===== src/rtl/bellek_asamasi_pkg.sv =====
// Shared types for the memory stage: FSM state, funct3 codes, writeback bundle.
package bellek_paket;

    typedef logic [0:0] durum_t;
    localparam durum_t BOSTA = 1'b0;
    localparam durum_t ISTEK = 1'b1;

    localparam logic [2:0] F3_B  = 3'b000;
    localparam logic [2:0] F3_H  = 3'b001;
    localparam logic [2:0] F3_W  = 3'b010;
    localparam logic [2:0] F3_BU = 3'b100;
    localparam logic [2:0] F3_HU = 3'b101;

    typedef struct packed {
        logic        oku;
        logic        yazmaca_yaz;
        logic [4:0]  hedef;
        logic [31:0] alu;
        logic        veri_hazir;
        logic [31:0] veri;
        logic        hizasiz;
        logic        zaman_asimi;
    } geri_yazma_t;

    // Unknown funct3 codes are folded into the misaligned path.
    function automatic logic hizasiz_mi(input logic [2:0] tip, input logic [1:0] konum);
        case (tip)
            F3_B, F3_BU: return 1'b0;
            F3_H, F3_HU: return konum[0];
            F3_W:        return (konum != 2'b00);
            default:     return 1'b1;
        endcase
    endfunction

endpackage


===== src/rtl/bellek_hizalayici.sv =====
// Combinational lane logic: store byte-enables/replication and load extraction with extension.
module bellek_hizalayici
    import bellek_paket::*;
(
    input  logic [2:0]  yaz_tipi,
    input  logic [1:0]  yaz_konum,
    input  logic [31:0] yaz_veri_ham,
    output logic [3:0]  maske,
    output logic [31:0] yaz_veri,
    input  logic [2:0]  oku_tipi,
    input  logic [1:0]  oku_konum,
    input  logic [31:0] oku_veri_ham,
    output logic [31:0] oku_veri
);

    logic [7:0]  bayt;
    logic [15:0] yarim;

    always_comb begin
        maske    = 4'b0000;
        yaz_veri = yaz_veri_ham;
        case (yaz_tipi)
            F3_B: begin
                maske    = 4'b0001 << yaz_konum;
                yaz_veri = {4{yaz_veri_ham[7:0]}};
            end
            F3_H: begin
                maske    = yaz_konum[1] ? 4'b1100 : 4'b0011;
                yaz_veri = {2{yaz_veri_ham[15:0]}};
            end
            F3_W:    maske = 4'b1111;
            default: maske = 4'b0000;
        endcase
    end

    always_comb begin
        bayt = oku_veri_ham[7:0];
        case (oku_konum)
            2'd1:    bayt = oku_veri_ham[15:8];
            2'd2:    bayt = oku_veri_ham[23:16];
            2'd3:    bayt = oku_veri_ham[31:24];
            default: bayt = oku_veri_ham[7:0];
        endcase
        yarim = oku_konum[1] ? oku_veri_ham[31:16] : oku_veri_ham[15:0];
        case (oku_tipi)
            F3_B:    oku_veri = {{24{bayt[7]}}, bayt};
            F3_BU:   oku_veri = {24'd0, bayt};
            F3_H:    oku_veri = {{16{yarim[15]}}, yarim};
            F3_HU:   oku_veri = {16'd0, yarim};
            default: oku_veri = oku_veri_ham;
        endcase
    end

endmodule


===== src/rtl/bellek_asamasi.sv =====
// Memory stage: issues one data-memory request per aligned load/store, writeback one cycle after completion.
// Upstream stalls (durdur_o) while a request waits; a request is dropped after ZAMAN_ASIMI idle cycles.
module bellek_asamasi
    import bellek_paket::*;
#(
    parameter int ZAMAN_ASIMI = 255
) (
    input  logic        clk_i,
    input  logic        rst_i,
    input  logic        gecerli_i,
    input  logic        bellekten_oku_i,
    input  logic        bellege_yaz_i,
    input  logic [2:0]  buyruk_tipi_i,
    input  logic [31:0] adres_i,
    input  logic [31:0] yazilacak_veri_i,
    input  logic        yazmaca_yaz_i,
    input  logic [4:0]  hedef_yazmaci_i,
    input  logic [31:0] hedef_yazmac_verisi_i,
    output logic        durdur_o,
    output logic        bellek_istek_o,
    output logic        bellek_yaz_o,
    output logic [31:0] bellek_adres_o,
    output logic [31:0] bellek_yaz_veri_o,
    output logic [3:0]  bellek_maske_o,
    input  logic        bellek_hazir_i,
    input  logic [31:0] bellek_oku_veri_i,
    output logic        bellekten_oku_o,
    output logic        yazmaca_yaz_o,
    output logic [4:0]  hedef_yazmaci_o,
    output logic [31:0] hedef_yazmac_verisi_o,
    output logic        bellek_veri_hazir_o,
    output logic [31:0] bellek_veri_o,
    output logic        hizasiz_o,
    output logic        zaman_asimi_o
);

    localparam int SW = $clog2(ZAMAN_ASIMI + 1);

    durum_t      durum;
    logic [SW-1:0] sayac;
    logic        bellek_op, hatali, kabul, istek_al, asim, tam_v, yeni_v;

    logic        istek_oku, istek_yaz, istek_yy;
    logic [31:0] istek_adres, istek_veri, istek_alu;
    logic [3:0]  istek_maske;
    logic [2:0]  istek_tipi;
    logic [1:0]  istek_konum;
    logic [4:0]  istek_hedef;

    logic [3:0]  maske_c;
    logic [31:0] yaz_veri_c, yuklenen;

    geri_yazma_t tam_g, yeni_g, cikis_c, cikis_r, tut, tut_c;
    logic        tut_v, tut_v_c;

    assign durdur_o  = (durum == ISTEK) && !bellek_hazir_i;
    assign kabul     = gecerli_i && !durdur_o;
    assign bellek_op = bellekten_oku_i || bellege_yaz_i;
    assign hatali    = bellek_op && hizasiz_mi(buyruk_tipi_i, adres_i[1:0]);
    assign istek_al  = kabul && bellek_op && !hatali;
    assign asim      = (durum == ISTEK) && !bellek_hazir_i && (sayac == SW'(ZAMAN_ASIMI - 1));
    assign tam_v     = (durum == ISTEK) && (bellek_hazir_i || asim);
    assign yeni_v    = kabul && !istek_al;

    bellek_hizalayici u_hizalayici (
        .yaz_tipi     (buyruk_tipi_i),
        .yaz_konum    (adres_i[1:0]),
        .yaz_veri_ham (yazilacak_veri_i),
        .maske        (maske_c),
        .yaz_veri     (yaz_veri_c),
        .oku_tipi     (istek_tipi),
        .oku_konum    (istek_konum),
        .oku_veri_ham (bellek_oku_veri_i),
        .oku_veri     (yuklenen)
    );

    always_comb begin
        tam_g             = '0;
        tam_g.oku         = istek_oku && !asim;
        tam_g.yazmaca_yaz = istek_oku && istek_yy && !asim;
        tam_g.hedef       = istek_hedef;
        tam_g.alu         = istek_alu;
        tam_g.veri_hazir  = istek_oku && !asim;
        tam_g.veri        = (istek_oku && !asim) ? yuklenen : 32'd0;
        tam_g.zaman_asimi = asim;

        yeni_g             = '0;
        yeni_g.yazmaca_yaz = yazmaca_yaz_i && !hatali;
        yeni_g.hedef       = hedef_yazmaci_i;
        yeni_g.alu         = hedef_yazmac_verisi_i;
        yeni_g.hizasiz     = hatali;
    end

    // A completion and a freshly accepted non-memory instruction can both want the
    // same writeback slot; the younger one waits one cycle in the holdover register.
    always_comb begin
        cikis_c = '0;
        tut_c   = tut;
        tut_v_c = 1'b0;
        if (tut_v) begin
            cikis_c = tut;
            if (tam_v) begin
                tut_c   = tam_g;
                tut_v_c = 1'b1;
            end else if (yeni_v) begin
                tut_c   = yeni_g;
                tut_v_c = 1'b1;
            end
        end else if (tam_v) begin
            cikis_c = tam_g;
            if (yeni_v) begin
                tut_c   = yeni_g;
                tut_v_c = 1'b1;
            end
        end else if (yeni_v) begin
            cikis_c = yeni_g;
        end
    end

    always_ff @(posedge clk_i) begin
        if (rst_i) begin
            durum       <= BOSTA;
            sayac       <= '0;
            istek_oku   <= 1'b0;
            istek_yaz   <= 1'b0;
            istek_yy    <= 1'b0;
            istek_adres <= '0;
            istek_veri  <= '0;
            istek_alu   <= '0;
            istek_maske <= '0;
            istek_tipi  <= '0;
            istek_konum <= '0;
            istek_hedef <= '0;
            cikis_r     <= '0;
            tut         <= '0;
            tut_v       <= 1'b0;
        end else begin
            cikis_r <= cikis_c;
            tut     <= tut_c;
            tut_v   <= tut_v_c;
            if (istek_al) begin
                durum       <= ISTEK;
                sayac       <= '0;
                istek_oku   <= bellekten_oku_i;
                istek_yaz   <= bellege_yaz_i;
                istek_yy    <= yazmaca_yaz_i;
                istek_adres <= {adres_i[31:2], 2'b00};
                istek_veri  <= yaz_veri_c;
                istek_alu   <= hedef_yazmac_verisi_i;
                istek_maske <= maske_c;
                istek_tipi  <= buyruk_tipi_i;
                istek_konum <= adres_i[1:0];
                istek_hedef <= hedef_yazmaci_i;
            end else if (tam_v) begin
                durum <= BOSTA;
            end else if (durum == ISTEK) begin
                sayac <= sayac + SW'(1);
            end
        end
    end

    assign bellek_istek_o    = (durum == ISTEK);
    assign bellek_yaz_o      = bellek_istek_o && istek_yaz;
    assign bellek_adres_o    = bellek_istek_o ? istek_adres : 32'd0;
    assign bellek_yaz_veri_o = bellek_istek_o ? istek_veri : 32'd0;
    assign bellek_maske_o    = bellek_istek_o ? istek_maske : 4'd0;

    assign bellekten_oku_o       = cikis_r.oku;
    assign yazmaca_yaz_o         = cikis_r.yazmaca_yaz;
    assign hedef_yazmaci_o       = cikis_r.hedef;
    assign hedef_yazmac_verisi_o = cikis_r.alu;
    assign bellek_veri_hazir_o   = cikis_r.veri_hazir;
    assign bellek_veri_o         = cikis_r.veri;
    assign hizasiz_o             = cikis_r.hizasiz;
    assign zaman_asimi_o         = cikis_r.zaman_asimi;

endmodule

===== config.mk =====
export PLATFORM = sky130hd
export DESIGN_NAME = bellek_asamasi
export DESIGN_NICKNAME = d
export VERILOG_FILES = /design/src/rtl/bellek_asamasi_pkg.sv /design/src/rtl/bellek_hizalayici.sv /design/src/rtl/bellek_asamasi.sv
export SDC_FILE = /design/constraint.sdc
export NUM_CORES = 1
export LEC_CHECK = 0
export CELL_PAD_IN_SITES_DETAIL_PLACEMENT = 0
export CELL_PAD_IN_SITES_GLOBAL_PLACEMENT = 2
export CORE_ASPECT_RATIO = 0.5
export CORE_UTILIZATION = 29
export CTS_BUF_LIST = sky130_fd_sc_hd__clkbuf_16
export DETAILED_ROUTE_END_ITERATION = 12
export PLACE_DENSITY = 0.9
export SLEW_MARGIN = 20
export SYNTH_ARGS = -nofsm -noshare
export SYNTH_HDL_FRONTEND = slang
export SYNTH_HIERARCHICAL = 1
export SYNTH_SLANG_ARGS = --single-unit
export TNS_END_PERCENT = 1

===== constraint.sdc =====
create_clock -name clk_i -period 1.9 [get_ports clk_i]
set_input_delay 0.38 -clock clk_i [delete_from_list [all_inputs] [get_ports clk_i]]
set_output_delay 0.38 -clock clk_i [all_outputs]
set_load 0.005 [all_outputs]

# Yosys cells after proc, flatten, opt, wreduce, memory -nomap -nowiden
# Index checks and enable logic that the tools add are counted.
# word_totals
input_bits	143
out_inout_bits	145
word_cells	96
ff_bits	269
# op_classes
n_shift	1
n_reduce_logical	29
add_sub_neg	1
n_eq_ne	11
muxes	24
n_bitwise	1
# ops
operator	count
74-bit two-way mux	6
32-bit one-hot mux with 4 select lines	1
32-bit two-way mux	3
73-bit two-way mux	1
32-bit one-hot mux with 2 select lines	1
8-bit one-hot mux with 3 select lines	1
16-bit two-way mux	1
1-bit logical AND	13
3-bit equality test (second input constant)	4
4-bit one-hot mux with 3 select lines	1
8-bit by 1-bit adder with 8-bit output (second input constant)	1
8-bit equality test (second input constant)	1
4-bit two-way mux	2
3-bit by 1-bit equality test with 1-bit output (second input constant)	2
3-bit logical NOT	2
1-bit two-way mux	6
2-bit nonzero test	3
2-bit OR reduction	3
1-bit logical NOT	5
2-bit equality test (second input constant)	2
1-bit by 2-bit << shifter with 4-bit output (first input constant)	1
3-bit by 2-bit equality test with 1-bit output (second input constant)	1
1-bit one-hot mux with 3 select lines	1
2-bit by 1-bit equality test with 1-bit output (second input constant)	1
3 further kinds	4

# Longest topological paths before layout
# Gate-level depths: netlist of run 1.
# depth
depth_word	11
depth_mapped	9
mapped_depth_nobuf	7

# Hierarchy
# The synthesis of run 1 kept the hierarchy.
# by_module_without_submodules
mod	cells_per_inst	instances	seq_area_each_um2	area_per_inst_um2
bellek_asamasi	1187	1	5385.2	10381.2
bellek_hizalayici	166	1	0.0	1194.9

# Worst setup path after synthesis of run 1
# No wires, ideal clock.
# synth_timing
kind	flip-flop to flip-flop
startpoint	reg sayac[0]
endpoint	reg cikis_r (netlist bit hedef_yazmac_verisi_o[10])
t_arrival_ns	1.636
setup_time_ns	0.095
slack_ns	0.168
synth_period_minus_slack_ns	1.732
required_time_ns	1.805
path_buffers	2
path_stages_with_launch	9
cell_sequence	dfxtp_1 -> inv_1 -> ha_1 -> and4_1 -> a21oi_2 -> buf_4 -> buf_4 -> nand3_1 -> a221oi_1
# synth_via
elab_chain_len	6
# synth_rtl
element	line	rtl
start, declared	bellek_asamasi.sv:40	logic [SW-1:0] sayac;
start signal, assigned	bellek_asamasi.sv:157	sayac <= sayac + SW'(1);
8-bit equality test	bellek_asamasi.sv:61	assign asim = (durum == ISTEK) && !bellek_hazir_i && (sayac == SW'(ZAMAN_ASIMI - 1));
1-bit logical AND	bellek_asamasi.sv:61	
1-bit logical OR	bellek_asamasi.sv:62	assign tam_v = (durum == ISTEK) && (bellek_hazir_i || asim);
1-bit logical AND	bellek_asamasi.sv:62	
74-bit two-way mux	bellek_asamasi.sv:109	end else if (tam_v) begin
74-bit two-way mux	bellek_asamasi.sv:100	if (tut_v) begin
end signal, assigned	bellek_asamasi.sv:138	cikis_r <= cikis_c;
end, declared	bellek_asamasi.sv:53	geri_yazma_t tam_g, yeni_g, cikis_c, cikis_r, tut, tut_c;
# Every way passes these cells.
# A chain may end at the register's enable or synchronous reset.

# Final worst setup path of run 1
# layout_timing
startpoint	reg durum (netlist: bellek_istek_o)
endpoint	out bellek_yaz_veri_o[5]
# layout_via
elab_chain_len	1
# layout_rtl
element	line	rtl
start, declared	bellek_asamasi.sv:39	durum_t durum;
start signal, assigned	bellek_asamasi.sv:122	durum <= BOSTA;
start signal, assigned	bellek_asamasi.sv:142	durum <= ISTEK;
start signal, assigned	bellek_asamasi.sv:155	durum <= BOSTA;
32-bit two-way mux	bellek_asamasi.sv:165	assign bellek_yaz_veri_o = bellek_istek_o ? istek_veri : 32'd0;
end, declared	bellek_asamasi.sv:23	output logic [31:0] bellek_yaz_veri_o,
# Every way passes these cells.

==> metrics.md, run 1 <==
| Metric | Value |
|---|---|
| Layout area overhead | `40.9%` |
| Mapped cell area | `0.0116 sq mm` |
| Sw Ratio | `25.3%` |
| Initial antenna violation count | `1` |
| PwrDens | `769 mW/mm^2` |
| Clk sinks | `269` |
| Worst r2r dst | `hedef_yazmac_verisi_o[24]` |
| Clock Latency Late Sink | `550 ps` |
| Maximum vdd ir drop | `0.561 mV` |
| Post-CTS Hold Buffers | `0` |
| Slew margin rel. | `60.5%` |
| Net switching power | `3170 uW` |
| Largest net degree at the start of global routing | `109` |
| Worst Setup End Kind | `output pin` |
| Startpoint types | `register` |
| P_int | `9380 uW` |
| Yosys reg bits | `269` |
| Max-Cap Viols | `0` |
| Path length in cells of the critical path | `6` |
| Cell family with most CP delay | `buffers and inverters` |
| Peak Freq | `492 MHz` |
| Hold WC Path Type | `in2reg` |
| Worst Setup Path Type | `reg2out` |
| # fillers | `3,925` |
| Unrepaired setup endpoints after global routing | `true` |
| CTS buffer count | `26` |
| Initial drt markers | `852` |
| H-tree depth | `1` |
| Root buffer cell | `clkbuf_16` |
| CP endpoint | `bellek_yaz_veri_o[5]` |
| Crit path DAT | `1650 ps` |
| Placeable Area | `0.0391 sq mm` |
| Vias per Instance | `4.96` |
| Critical path, cell by cell | `buf_12 > buf_12 > buf_8 > buf_6 > and2_4 > buf_6` |
| Synth Flop Type | `dfxtp_1` |
| Number of global-route vias before repair | `10,100` |
| Area leader, netlist | `dfxtp_1` |
| Seq pwr share | `46.7%` |
| Final Hold Fails | `0` |
| Setup crit start | `bellek_istek_o` |
| Tcrit/Tclk final | `107%` |
| Top-area cell type share of the netlist area | `46.5%` |
| Synth area leaders | `dfxtp_1 47%, a21oi_1 8.7%, nand2_1 8.0%` |
| Final Max Slew Viols | `0` |
| Minimum clock period | `2030 ps` |
| Final antenna-violating net count | `0` |
| Synth warn | `6` |
| Commonest non-fill, non-tap cell in the layout | `dfxtp_1` |
| Reg2reg setup slack | `100 ps` |
| Setup slack after layout | `-131 ps` |
| Vias post-DR | `10,900` |
| Setup WS pre-CTS | `-418 ps` |
| GRT Residual Overflow | `0` |
| Register area | `0.00539 sq mm` |
| Gpl congestion | `0.788` |
| Syn_area_per_cell | `8.56 sq um` |
| Initial core utilization | `29.6%` |
| DR WL/cell | `17.4 um` |
| Multi-input gate area | `0.00545 sq mm` |
| Critical Path RT | `1520 ps` |
| Violated checks | `negative setup slack` |
| Commonest cells after routing, fill and taps aside | `266 x dfxtp_1, 247 x nand2_1, 215 x clkdlybuf4s50_1, 202 x a21oi_1` |
| Finished Core Util | `41.7%` |
| Die Footprint | `0.0408 sq mm` |
| Cell Area, Placed | `0.0153 sq mm` |
| Final setup violating endpoints | `64` |
| # DRC | `0` |
| Post-route cell area | `0.0163 sq mm` |
| # rows | `51` |
| Max clock buf depth | `3` |
| Synth cell types | `60` |
| Status | `finished, violations left` |
| PortBufs | `285` |
| Die Y | `143 um` |
| Worst Path Max Fanout | `6` |
| Slowest stage delay, CP | `360 ps` |
| Reg clk slew, reported paths | `60 ps` |
| First-pass GRT wire length | `58.3 mm` |
| Ys async rst share | `0%` |
| Total GRT Usage | `18.0%` |
| Nets | `1,785` |
| Clk_skew | `27.8 ps` |
| Dpl hpwl | `25.0 mm` |
| Worst path bufs/invs | `5` |
| LEAKAGE | `0.00605 uW` |
| CTS tree | `built` |
| Combinational share of power | `12.7%` |
| Share of layout cells above drive strength 1 | `17.8%` |
| EDFF count, synth | `0` |
| Post-synthesis sequential area ratio | `46.5%` |
| CP max stage cell | `dfxtp_4` |
| Ports | `288` |
| Cell count after synthesis | `1,353` |
| WL final | `38.2 mm` |
| Pre-antenna DRT Iters | `8` |
| Die width | `285 um` |
| Reg2Reg Launch Point | `sayac[0]` |
| Actual slew at the worst max-slew pin | `592 ps` |
| Clock network power share | `40.6%` |
| Reg2Reg Depth | `7` |
==> cell usage after synthesis, types with 2 or more instances <==
| master | number |
|---|---|
| inv_1 | 42 |
| xor2_1 | 4 |
| buf_6 | 18 |
| nor3_2 | 2 |
| xnor2_1 | 3 |
| nor4b_1 | 7 |
| a221o_1 | 15 |
| o211ai_1 | 2 |
| a22o_1 | 40 |
| and4_1 | 2 |
| nand3_1 | 44 |
| o21ai_0 | 21 |
| or2_2 | 2 |
| o21a_1 | 3 |
| a31oi_1 | 2 |
| clkbuf_1 | 61 |
| nand2_1 | 248 |
| o221ai_1 | 37 |
| a21o_1 | 3 |
| and2_1 | 70 |
| nor2_1 | 62 |
| a21oi_1 | 202 |
| nand2b_1 | 2 |
| a221oi_1 | 37 |
| o21ai_2 | 2 |
| mux2i_1 | 10 |
| nor4_1 | 2 |
| nor2b_1 | 3 |
| ha_1 | 2 |
| dfxtp_1 | 269 |
| nand4_1 | 4 |
| buf_2 | 27 |
| buf_4 | 19 |
| nor3_1 | 5 |
| a22oi_1 | 33 |
| mux2_2 | 24 |
==> sequential cells by signal, summed over array words and instances, names as in the netlist, 2 cells and up <==
name and count:
istek_alu 32, sayac 8, hedef_yazmac_verisi_o 32, istek_adres 30, istek_maske 4, hedef_yazmaci_o 5
istek_tipi 3, tut 74, istek_hedef 5, istek_veri 32, istek_konum 2, bellek_veri_o 32
==> worst min-delay path: cells and delay by family <==
kind,cells,cell delay (ps)
buffers and inverters,2,240
AO/OA/AOI/OAI,2,160
==> metrics by stage <==
stage          instances  power [uW]  hold WS [ps]  setup TNS [ps]
2_1_floorplan       1354        6720           427               0
3_3_place_gp        2125        7490           435          -87470
3_5_place_dp        2125        7490           439          -89350
4_1_cts             2187       12700           278           -7260
5_1_grt             2190       13000           309           -5620
6_report            2190       12500           300           -2610
==> logic make-up (layout without fill, tap and decap cells) <==
family                   after synthesis  count (layout)  synth area share [%]
multiplexers                          36              36                  3.45
XOR/XNOR                               7               7                 0.530
other                                  1               3                0.0324
AND/OR/NAND/NOR                      460             460                  18.2
buffers and inverters                171             476                  7.65
adder cells (fa/ha/maj)                2               2                 0.216
AO/OA/AOI/OAI                        407             407                  23.4
flip-flops                           269             269                  46.5
==> worst min-delay path by stage <==
| stage | endpoint | cells after the start | from | slack (ps) |
|---|---|---|---|---|
| 2_1_floorplan | tut[34] | 1 | tut[34] | 430 |
| 3_3_place_gp | tut[34] | 1 | tut[34] | 440 |
| 3_5_place_dp | tut[73] | 1 | tut[73] | 440 |
| 4_1_cts | tut[65] | 4 | rst_i | 280 |
| 5_1_grt | tut[70] | 4 | rst_i | 310 |
| 6_report | tut[65] | 4 | rst_i | 300 |
==> area by class of cell <==
class / count / share of cell area (%)
multi-input cells: 914 / 33.4
flip-flops and latches: 269 / 33.1
repair buffers: 385 / 23.4
clock buffers: 28 / 4.30
well taps: 530 / 4.07
inverters: 44 / 1.03
clock inverters: 19 / 0.698
diodes: 1 / 0.0153
==> power groups by stage <==
stage | registers [uW] | logic (uW) | clock network (uW)
5_1_grt | 5870 | 1720 | 5440
2_1_floorplan | 5970 | 749 | 0
4_1_cts | 5860 | 1570 | 5230
3_5_place_dp | 5990 | 1500 | 0
3_3_place_gp | 5990 | 1500 | 0
6_report | 5860 | 1590 | 5100
==> per-layer routing <==
layer,global-route usage (%),part of all wire [%],vias up
met5,0,0,-
met4,4.70,2.5,0
met3,2.48,3.7,53
met2,31.6,50,262
met1,23.1,44,5238
li1,-,-,5313
==> timing repair <==
action	CTS	global route
gates resized for setup	266	66
pin swaps	5	2
setup buffers	12	2
cloned	3	1
setup endpoints to repair	71	166
Power figures use the tool's default switching activity.
==> inputs of run 2 (changes only) <==
--- a/config.mk
+++ b/config.mk
@@ -12,6 +12,7 @@
 export CTS_BUF_LIST = sky130_fd_sc_hd__clkbuf_16
 export DETAILED_ROUTE_END_ITERATION = 12
 export PLACE_DENSITY = 0.9
+export SKIP_CTS_REPAIR_TIMING = 1
 export SLEW_MARGIN = 20
 export SYNTH_ARGS = -nofsm -noshare
 export SYNTH_HDL_FRONTEND = slang
==> run 2 against run 1 <==
The flow still finishes with violations (negative setup slack). Sequential cell count stayed put. Wire length grew 0.31%. Count of clock-buffer cells in the layout unchanged. Worst setup slack improved by 33 ps. Sequential share of layout area grew 0.18 points. Core utilization decreased by 0.22 points. Total power fell by 0.18%. Critical endpoint is now bellek_yaz_veri_o[4].
==> metrics.md, run 2 (synthesized netlist as in run 1, its figures left out) <==
| Metric | Value |
|---|---|
| Die width | `285 um` |
| CTS tree | `built` |
| Worst path bufs/invs | `4` |
| Vias per Instance | `4.97` |
| Gpl congestion | `0.788` |
| Startpoint types | `register` |
| LEAKAGE | `0.00630 uW` |
| Cell Area, Placed | `0.0153 sq mm` |
| Tcrit/Tclk final | `105%` |
| PortBufs | `285` |
| PwrDens | `772 mW/mm^2` |
| Hold WC Path Type | `in2reg` |
| Nets | `1,783` |
| Clk_skew | `25.7 ps` |
| Layout area overhead | `40.2%` |
| Slowest stage delay, CP | `360 ps` |
| Minimum clock period | `2000 ps` |
| Worst Hold Path Cells | `4` |
| Peak Freq | `500 MHz` |
| Ports | `288` |
| Commonest cells after routing, fill and taps aside | `266 x dfxtp_1, 247 x nand2_1, 215 x clkdlybuf4s50_1, 202 x a21oi_1, 63 x buf_4` |
| Final setup violating endpoints | `20` |
| DR WL/cell | `17.5 um` |
| Max clock buf depth | `3` |
| Dpl hpwl | `25.0 mm` |
| Top reg by flops | `tut` |
| WL final | `38.3 mm` |
| Violated checks | `negative setup slack` |
| Initial antenna violation count | `2` |
| Number of global-route vias before repair | `9,983` |
| H-tree depth | `1` |
| Path length in cells of the critical path | `5` |
| Root buffer cell | `clkbuf_16` |
| Unrepaired setup endpoints after global routing | `true` |
| Total GRT Usage | `17.5%` |
| GRT Residual Overflow | `0` |
| Cell family with most CP delay | `buffers and inverters` |
| Largest net degree at the start of global routing | `109` |
| Pre-antenna DRT Iters | `7` |
| Vias post-DR | `10,900` |
| Reg2Reg Launch Point | `bellek_istek_o` |
| Crit path DAT | `1620 ps` |
| Max reg flops | `74` |
| Slew margin rel. | `59.5%` |
| Status | `finished, violations left` |
| Power consumption | `12,500 uW` |
| # DRC | `0` |
| CP max stage cell | `dfxtp_4` |
| # rows | `51` |
| # fillers | `3,928` |
| Worst Setup Path Type | `reg2out` |
| Final antenna-violating net count | `0` |
| Commonest non-fill, non-tap cell in the layout | `dfxtp_1` |
| Initial core utilization | `29.6%` |
| Max-Cap Viols | `0` |
| Final Non-Filler Cells | `2,188` |
| CTS buffer count | `26` |
| Placeable Area | `0.0391 sq mm` |
| Maximum vdd ir drop | `0.562 mV` |
| Placed cell count | `2,125` |
| Share of layout cells above drive strength 1 | `15.0%` |
| Clk sinks | `269` |
| Post-route cell area | `0.0162 sq mm` |
| Initial drt markers | `819` |
| Setup WS pre-CTS | `-418 ps` |
| Die Footprint | `0.0408 sq mm` |
| Final Hold Fails | `0` |
| Reg clk slew, reported paths | `60 ps` |
| Die Y | `143 um` |
| Setup slack after layout | `-98.2 ps` |
| Clock Latency Late Sink | `550 ps` |
| Hold_sp | `rst_i` |
| Critical path, cell by cell | `buf_12 > clkbuf_16 > buf_6 > and2_1 > clkbuf_2` |
| Worst Path Max Fanout | `12` |
| Setup crit start | `bellek_istek_o` |
| Final Max Slew Viols | `0` |
| Worst Setup End Kind | `output pin` |
| First-pass GRT wire length | `57.1 mm` |
| Hold slack | `297 ps` |
| Critical Path RT | `1520 ps` |
| Actual slew at the worst max-slew pin | `606 ps` |
| Reg2Reg Depth | `8` |
## run 2: changes by cell type in the layout (fill, tap and decap cells not counted), moves of 2 or more
cell            change
clkbuf_2           +21
a221oi_1            +2
buf_12              -3
a221oi_2            -2
clkbuf_16           +3
buf_4               +2
and2_4             -24
buf_6              -22
buf_2              -21
and2_1             +24
dlymetal6s2s_1     +20
## run 2: area by class of cell
class	instances	area [sq um]	area share, %
diodes	1	2.50	0.0154
clock buffers	28	701	4.32
clock inverters	19	114	0.702
inverters	44	168	1.03
multi-input cells	914	5390	33.2
flip-flops and latches	269	5390	33.2
well taps	530	663	4.09
repair buffers	383	3800	23.4
## run 2: worst min-delay path: stages
cell      delay [ps]
buf_6             90
inv_1            150
o221ai_1         120
a21oi_1           40
## run 2: path summary, 6_finish.rpt
path	slack (ps)	endpoint
max	-100	bellek_yaz_veri_o[4]
min	300	tut[65]
max reg2reg	-30	hedef_yazmac_verisi_o[24]
min reg2reg	450	istek_veri[28]
## run 2: power breakdown
group | total [uW] | leakage (uW) | switching [uW] | internal [uW]
Clock | 5090 | 0.000420 | 2300 | 2790
Combinational | 1570 | 0.00369 | 784 | 790
Sequential | 5860 | 0.00218 | 73.6 | 5790
## run 2: stage by stage
stage	TNS, ps	utilization [%]
finish	-988	41.5
floorplan	0	-
detailed placement	-89350	39.1
CTS	-27300	41.2
global route	-2180	41.5
global placement	-87470	39.1
## run 2: layer usage
metal / GRT usage [%] / share of wire (%) / vias to the layer above / wire (um)
met2: 31.2 / 50 / 298 / 19000
met5: 0 / 0 / - / 0
met3: 2.48 / 4.2 / 61 / 1600
li1: - / - / 5307 / -
met4: 4.70 / 2.6 / 0 / 988
met1: 22.1 / 44 / 5216 / 16700
